**src/rtl/shift_register_stream_load_pkg.sv**
```systemverilog
// Shared sizing helpers for the stream-load shift register.
// Count width and thermometer lane masks.
package ShiftRegisterPkg;

    localparam int MAX_LANES = 64;

    function automatic int countWidth(input int depth);
        return $clog2(depth + 1);
    endfunction

    function automatic logic [MAX_LANES-1:0] laneMask(
        input int count,
        input int lanes
    );
        logic [MAX_LANES-1:0] m;
        m = '0;
        for (int i = 0; i < MAX_LANES; i++) begin
            m[i] = (i < count) && (i < lanes);
        end
        return m;
    endfunction

endpackage

```
**src/rtl/shift_register_stream_load_if.sv**
```systemverilog
// Load and drain bus of the stream-load shift register.
// master drives load/init/outReady; slave is the register block.
interface shift_register_stream_load_if
    import ShiftRegisterPkg::*;
#(
    parameter int WIDTH = 8,
    parameter int DEPTH = 4,
    parameter int LANES = 1
);
    localparam int CW = countWidth(DEPTH);

    logic [DEPTH-1:0][WIDTH-1:0] init;
    logic [CW-1:0]               initCount;
    logic                        load;
    logic                        loadReady;
    logic [LANES-1:0][WIDTH-1:0] outData;
    logic [LANES-1:0]            outLaneValid;
    logic                        outValid;
    logic                        outReady;
    logic                        outLast;
    logic [CW-1:0]               count;
    logic                        overrun;

    modport master (
        output init, initCount, load, outReady,
        input  loadReady, outData, outLaneValid,
        input  outValid, outLast, count, overrun
    );

    modport slave (
        input  init, initCount, load, outReady,
        output loadReady, outData, outLaneValid,
        output outValid, outLast, count, overrun
    );

endinterface

```
**src/rtl/shift_register_stream_load_lane_mask.sv**
```systemverilog
// Count to per-lane valid mask plus final-beat flag.
// Also used at DEPTH width to zero unused words of a load image.
module shift_register_lane_mask
    import ShiftRegisterPkg::*;
#(
    parameter int LANES = 1,
    parameter int CW    = 3
) (
    input  logic [CW-1:0]    i_count,
    output logic [LANES-1:0] o_laneValid,
    output logic             o_last
);

    assign o_laneValid = LANES'(laneMask(int'(i_count), LANES));
    assign o_last      = (i_count != '0) && (int'(i_count) <= LANES);

endmodule

```
**src/rtl/shift_register_stream_load.sv**
```systemverilog
// Parallel-load shift register draining LANES words per beat.
// A final-beat fire and a new load may share a cycle with no bubble.
module shift_register_stream_load
    import ShiftRegisterPkg::*;
#(
    parameter int WIDTH = 8,
    parameter int DEPTH = 4,
    parameter int LANES = 1
) (
    input logic                          i_clock,
    input logic                          i_reset,
    shift_register_stream_load_if.slave  bus
);

    localparam int            CW      = countWidth(DEPTH);
    localparam logic [CW-1:0] DEPTH_C = CW'(DEPTH);
    localparam logic [CW-1:0] LANES_C = CW'(LANES);

    logic [DEPTH-1:0][WIDTH-1:0] r_regs;
    logic [DEPTH-1:0][WIDTH-1:0] w_regsNext;
    logic [DEPTH-1:0][WIDTH-1:0] w_shifted;
    logic [DEPTH-1:0][WIDTH-1:0] w_loadImg;
    logic [CW-1:0]               r_count;
    logic [CW-1:0]               w_countNext;
    logic [CW-1:0]               w_initSat;
    logic [CW-1:0]               w_countDec;
    logic                        r_overrun;
    logic                        w_overrunNext;
    logic                        w_outValid;
    logic                        w_outLast;
    logic                        w_fire;
    logic                        w_accept;
    logic                        w_loadReady;
    logic [DEPTH-1:0]            w_loadMask;
    logic                        w_loadNonEmpty;

    shift_register_lane_mask #(
        .LANES (LANES),
        .CW    (CW)
    ) u_out_mask (
        .i_count     (r_count),
        .o_laneValid (bus.outLaneValid),
        .o_last      (w_outLast)
    );

    shift_register_lane_mask #(
        .LANES (DEPTH),
        .CW    (CW)
    ) u_load_mask (
        .i_count     (w_initSat),
        .o_laneValid (w_loadMask),
        .o_last      (w_loadNonEmpty)
    );

    assign w_initSat   = (bus.initCount > DEPTH_C) ? DEPTH_C : bus.initCount;
    assign w_countDec  = (r_count > LANES_C) ? (r_count - LANES_C) : '0;
    assign w_outValid  = (r_count != '0);
    assign w_fire      = w_outValid && bus.outReady;
    assign w_loadReady = (r_count == '0) || (w_fire && w_outLast);
    assign w_accept    = bus.load && w_loadReady;

    for (genvar i = 0; i < DEPTH; i++) begin : g_word
        assign w_loadImg[i] = w_loadMask[i] ? bus.init[i] : '0;
        if (i + LANES < DEPTH) begin : g_mid
            assign w_shifted[i] = r_regs[i + LANES];
        end else begin : g_top
            assign w_shifted[i] = '0;
        end
    end

    always_comb begin
        w_regsNext    = r_regs;
        w_countNext   = r_count;
        w_overrunNext = r_overrun | (bus.load && !w_loadReady);
        if (w_accept) begin
            w_regsNext  = w_loadImg;
            w_countNext = w_loadNonEmpty ? w_initSat : '0;
        end else if (w_fire) begin
            w_regsNext  = w_shifted;
            w_countNext = w_countDec;
        end
    end

    always_ff @(posedge i_clock) begin
        if (i_reset) begin
            r_regs    <= '0;
            r_count   <= '0;
            r_overrun <= 1'b0;
        end else begin
            r_regs    <= w_regsNext;
            r_count   <= w_countNext;
            r_overrun <= w_overrunNext;
        end
    end

    assign bus.outData   = r_regs[LANES-1:0];
    assign bus.outValid  = w_outValid;
    assign bus.outLast   = w_outLast;
    assign bus.loadReady = w_loadReady;
    assign bus.count     = r_count;
    assign bus.overrun   = r_overrun;

endmodule
```
**src/flat_wrapper.sv**
```systemverilog
// flat-port wrapper written by rule: the top's interface ports become plain ports
module shift_register_stream_load_flat import ShiftRegisterPkg::*;
#(
    parameter int WIDTH = 8,
    parameter int DEPTH = 4,
    parameter int LANES = 1
)
  (i_clock, i_reset, bus_init, bus_initCount, bus_load, bus_outReady, bus_loadReady, bus_outData, bus_outLaneValid, bus_outValid, bus_outLast, bus_count, bus_overrun);
  shift_register_stream_load_if #(.WIDTH(WIDTH), .DEPTH(DEPTH), .LANES(LANES)) bus_i ();
  input logic i_clock;
  input logic i_reset;
  input wire logic [$bits(bus_i.init)-1:0] bus_init;
  input wire logic [$bits(bus_i.initCount)-1:0] bus_initCount;
  input wire logic [$bits(bus_i.load)-1:0] bus_load;
  input wire logic [$bits(bus_i.outReady)-1:0] bus_outReady;
  output wire logic [$bits(bus_i.loadReady)-1:0] bus_loadReady;
  output wire logic [$bits(bus_i.outData)-1:0] bus_outData;
  output wire logic [$bits(bus_i.outLaneValid)-1:0] bus_outLaneValid;
  output wire logic [$bits(bus_i.outValid)-1:0] bus_outValid;
  output wire logic [$bits(bus_i.outLast)-1:0] bus_outLast;
  output wire logic [$bits(bus_i.count)-1:0] bus_count;
  output wire logic [$bits(bus_i.overrun)-1:0] bus_overrun;
  assign bus_i.init = bus_init;
  assign bus_i.initCount = bus_initCount;
  assign bus_i.load = bus_load;
  assign bus_i.outReady = bus_outReady;
  assign bus_loadReady = bus_i.loadReady;
  assign bus_outData = bus_i.outData;
  assign bus_outLaneValid = bus_i.outLaneValid;
  assign bus_outValid = bus_i.outValid;
  assign bus_outLast = bus_i.outLast;
  assign bus_count = bus_i.count;
  assign bus_overrun = bus_i.overrun;
  shift_register_stream_load #(.WIDTH(WIDTH), .DEPTH(DEPTH), .LANES(LANES)) u_core (.i_clock(i_clock), .i_reset(i_reset), .bus(bus_i));
endmodule
```
**config.mk**
```make
export PLATFORM = sky130hd
export DESIGN_NAME = shift_register_stream_load_flat
export DESIGN_NICKNAME = d
export VERILOG_FILES = /design/src/rtl/shift_register_stream_load_pkg.sv /design/src/rtl/shift_register_stream_load_if.sv /design/src/rtl/shift_register_stream_load_lane_mask.sv /design/src/rtl/shift_register_stream_load.sv /design/src/flat_wrapper.sv
export SDC_FILE = /design/constraint.sdc
export NUM_CORES = 1
export LEC_CHECK = 0
export ABC_AREA = 1
export BUFFER_PORTS_ARGS = -buffer_cell sky130_fd_sc_hd__clkbuf_2
export CELL_PAD_IN_SITES_DETAIL_PLACEMENT = 1
export CELL_PAD_IN_SITES_GLOBAL_PLACEMENT = 1
export CORE_ASPECT_RATIO = 0.5
export CORE_MARGIN = 5
export CORE_UTILIZATION = 31
export CTS_CLUSTER_SIZE = 12
export DETAILED_ROUTE_END_ITERATION = 8
export HOLD_SLACK_MARGIN = 0.1
export PLACE_DENSITY = 0.8
export SETUP_SLACK_MARGIN = 0.1
export SLEW_MARGIN = 20
export SYNTH_ARGS = -nofsm -noshare
export SYNTH_HDL_FRONTEND = slang
export SYNTH_SLANG_ARGS = --single-unit
```
**constraint.sdc**
```tcl
create_clock -name i_clock -period 4.2 [get_ports i_clock]
set_input_delay 0.63 -clock i_clock [delete_from_list [all_inputs] [get_ports i_clock]]
set_output_delay 0.63 -clock i_clock [all_outputs]
set_load 0.05 [all_outputs]
```
==> results.md <==
- By instance count, the cell type seen most on the critical path is sky130_fd_sc_hd__nand2_4.
- Across all register-to-register paths, the minimum setup slack is 2140 ps.
- The finished cells cover between 0.002 and 0.003 mm2.
- The number of antenna violations at the first check in global routing is 0.
- The fraction of registers with async set/reset is 0%.
- The via count of the first global-routing pass came to approximately 2200.
- Excluding fillers, the count of instances in the completed layout stands at about 480.
- After synthesis the cells add up to 0.00222 mm2.
- The sum of overflow across all layers after global routing is 0.
- The TritonCTS buffer count is 5.
- The signal on the critical path passes through inv_1 -> ha_1 -> nand2_4 -> nand2_4 -> clkbuf_2.
- The largest voltage drop on the vdd net is ~0.26 mV.
- The cell family contributing the most delay on the critical path is buffers and inverters.
- The number of port buffers is 54.
- In this run, synthesis inferred 0 flip-flops with an integrated enable.
- The multi-input logic area is 0.00101 mm2.
- The area fraction of the dominant cell type after synthesis is 32.4%.
- The clock drives 36 sinks.
- Setup violations remaining at the end of the flow were counted as 0.
- The clock period minus worst slack is roughly 2500 ps.
- The critical path is of the reg -> out type.
- The number of DRC violations after detailed routing is 0.
- The placer congestion estimate is about 0.77.
- The largest net degree at the start of global routing is 41.
- The final net count is around 430.
- For this block, the initial DRC count from the detailed router was roughly 120.
- For this run, the top clock speed supported by timing is approximately 400 MHz.
- The first-pass GRT wire length is just over 10000 um.
- The kind of capture point of the worst setup path is an output pin.
- In this run the standard cell core region covers approximately 0.007 mm2.
- The deepest clock path buffer count is 2.
- Setup repair after global routing left no endpoint under its margin.
- Once placement finished, the instance area stood at 0.00243 mm2.
- The I/O pin count is between 50 and 60.
- In this run, post-CTS repair resized a total of 0 instances.
- The H-tree was split into 2 levels.
- The synthesized instance count is between 300 and 400.
- The count of buffer and inverter cells on the critical path is 2.
- STA puts the critical path data arrival time at about 1900 ps.
- For the final routed database, the setup TNS stands at 0 ps.
- Sorting the synthesized cells by area gives the leading types as sky130_fd_sc_hd__dfxtp_1, sky130_fd_sc_hd__nand3_1, sky130_fd_sc_hd__nand2_1.
- The power density of the placed cells is ~800 mW/mm2.
- The height of the die is approximately 70 um.
- In the final layout, flip-flops and latches occupy roughly 700 um2.
- The effective utilization at floorplan is 32.6%.
- After clock tree synthesis, the clock-pin slew on the worst setup and hold paths is about 50 ps.
- In this run, synthesis produced a sequential element count of 36.
- For the pin with the worst max-slew slack, the measured transition is between 700 and 800 ps.
- The synthesized design spends more area on one cell type than any other, namely sky130_fd_sc_hd__dfxtp_1.
- The number of cells after detailed placement is 471.
- The number of nets still failing antenna checks after routing is 0.
- At the worst endpoint, the required time is between 3000 and 4000 ps.
- Detailed routing inserted a total of 2143 vias.
- The number of unique standard cell types used by synthesis is 26.
- Detailed placement ended at an HPWL of between 4000 and 5000 um.
- The net count of the mapped netlist is between 300 and 400.
- On the worst path, the slowest cell contributes a delay of 360 ps.
- The global router's overall resource usage is 13.7%.
- The flow ran to the end, and the final reports show no timing, DRC or antenna violations.
- At the later pin of the worst-skew pair, clock insertion delay measures between 200 and 300 ps.
- The row count is 21.
- Fill cells in the final layout number a little over 900.
- The root buffer cell is sky130_fd_sc_hd__clkbuf_16.
- The final cycle utilization of the critical path is roughly three fifths.
- The floorplan step defined a die boundary enclosing approximately 0.009 mm2.
- The number of hold violations in the final report came to 0.
- Ranked by instance count, the synthesized netlist is headed by sky130_fd_sc_hd__nand2_1, sky130_fd_sc_hd__inv_1, sky130_fd_sc_hd__nand3_1.
- The buffer count from post-CTS setup fixing is 0.
- After synthesis, the mean cell area works out to between 6 and 7 um2.
- In the synthesized netlist the dominant register cell turns out to be sky130_fd_sc_hd__dfxtp_1.
- The maximum net fanout on the critical path is 36.
- The slowest stage of the critical path belongs to the cell sky130_fd_sc_hd__dfxtp_1.
- The maximum clock skew at final layout is between 4 and 5 ps.
- The tightest min-delay check is of the reg -> reg type.
- Across the run, the number of max-cap violations was 0.
- The first-pass iteration count of the detailed router is 4.
- The most frequently used cell type in the post-synthesis netlist is sky130_fd_sc_hd__nand2_1.
- The number of pins with negative max-slew slack in the final report is 0.
- In this run the horizontal extent of the chip is approximately 130 um.
- After detailed routing, the total wire length is between 5000 and 6000 um.
- TritonCTS built the clock tree.
- In the routed layout, each cell is associated on average with a via count of approximately 4.5.
- The proportion of layout cells with a drive suffix above 1 is between 10% and 20%.
- The number of hold-repair buffers added at the cts stage is 0.
- The worst setup path is launched from a flip-flop.
- The sequential element share of the synthesized area is around a third.
- The leakage power figure is 1.39 nW.
- In the final routed layout, each cell accounts on average for about 12 um.
- The number of antenna diodes in the final layout is 0.
- From synthesis to final layout, the design area changed by 15.7%.
- The warning count from the yosys run is 0.
- The relative slew slack is a little under half.
final cells by class:
type / instances / share of cell area, %
inverter: 82 / 12.0
multi-input combinational: 206 / 39.1
timing repair buffer: 55 / 10.8
tap: 92 / 4.47
clock buffer: 8 / 5.69
sequential: 36 / 28.0
cells in the final DEF, fill, tap and decap left out, drive strengths merged:
master,count
xnor2,1
nor2,33
o211ai,2
nand2,65
a21oi,11
nand4,8
buf,1
o21a,1
nand3,51
nor3,1
clkbuf,62
o21ai,30
ha,3
inv,62
clkinv,20
dfxtp,36
kinds of logic (layout without fill, tap and decap cells):
| logic type | count (synthesis) | count (layout) | share of synthesized area, % |
|---|---|---|---|
| and+or+nand+nor | 158 | 158 | 32.3 |
| buffers and inverters | 108 | 145 | 22.3 |
| AOI/OAI and AO/OA | 44 | 44 | 10.9 |
| DFF | 36 | 36 | 32.4 |
| adders and majority gates | 3 | 3 | 1.69 |
| xor gates and xnor gates | 1 | 1 | 0.394 |
worst register-to-register path: stages, from the launching register on:
cell                      delay (ps)
sky130_fd_sc_hd__dfxtp_1         430
sky130_fd_sc_hd__inv_1           130
sky130_fd_sc_hd__ha_1            270
sky130_fd_sc_hd__nand2_4         140
sky130_fd_sc_hd__nand2_2          80
sky130_fd_sc_hd__o21ai_4         160
sky130_fd_sc_hd__buf_4           450
sky130_fd_sc_hd__nand2_1         110
sky130_fd_sc_hd__nor2_1          130
sky130_fd_sc_hd__nor2_1           50
path summary, 6_finish.rpt:
check / from / end / depth (start not counted)
max: u_core.bus.count[0] / bus_loadReady / 5
min reg2reg: u_core.r_regs[26] / u_core.r_regs[26] / 2
max reg2reg: u_core.bus.count[0] / u_core.bus.count[0] / 9
min: u_core.r_regs[26] / u_core.r_regs[26] / 2
routing by layer:
| metal | vias to the layer above | wire length (um) | GRT usage, % | share of wire (%) |
|---|---|---|---|---|
| met5 | - | 0 | 0 | 0 |
| met1 | 962 | 2970 | 17.7 | 50 |
| met3 | 7 | 321 | 3.66 | 5.4 |
| met4 | 0 | 83 | 4.72 | 1.4 |
| met2 | 34 | 2600 | 22.0 | 44 |
| li1 | 1140 | - | - | - |
stage by stage:
| stage | setup slack [ps] | util, % | hold slack, ps | total power, mW |
|---|---|---|---|---|
| global route | 1590 | 37.7 | 483 | 2.28 |
| floorplan | 1760 | - | 445 | 1.61 |
| finish | 1710 | 37.7 | 464 | 2.10 |
| detailed placement | 1550 | 35.5 | 461 | 1.74 |
| global placement | 1640 | 35.5 | 456 | 1.71 |
| CTS | 1710 | 37.7 | 470 | 2.12 |
power breakdown:
| part | leakage, nW | internal [mW] | switching (mW) |
|---|---|---|---|
| Clock | 0.0712 | 0.236 | 0.135 |
| Combinational | 1.02 | 0.318 | 0.873 |
| Sequential | 0.297 | 0.468 | 0.0725 |
flip-flops by register name, summed over array words and instances (netlist names):
name                cells
u_core.r_regs          24
u_core.bus.count        3
u_core.bus.outData      8
u_core.bus.overrun      1
(Power assumes the default switching activity.)
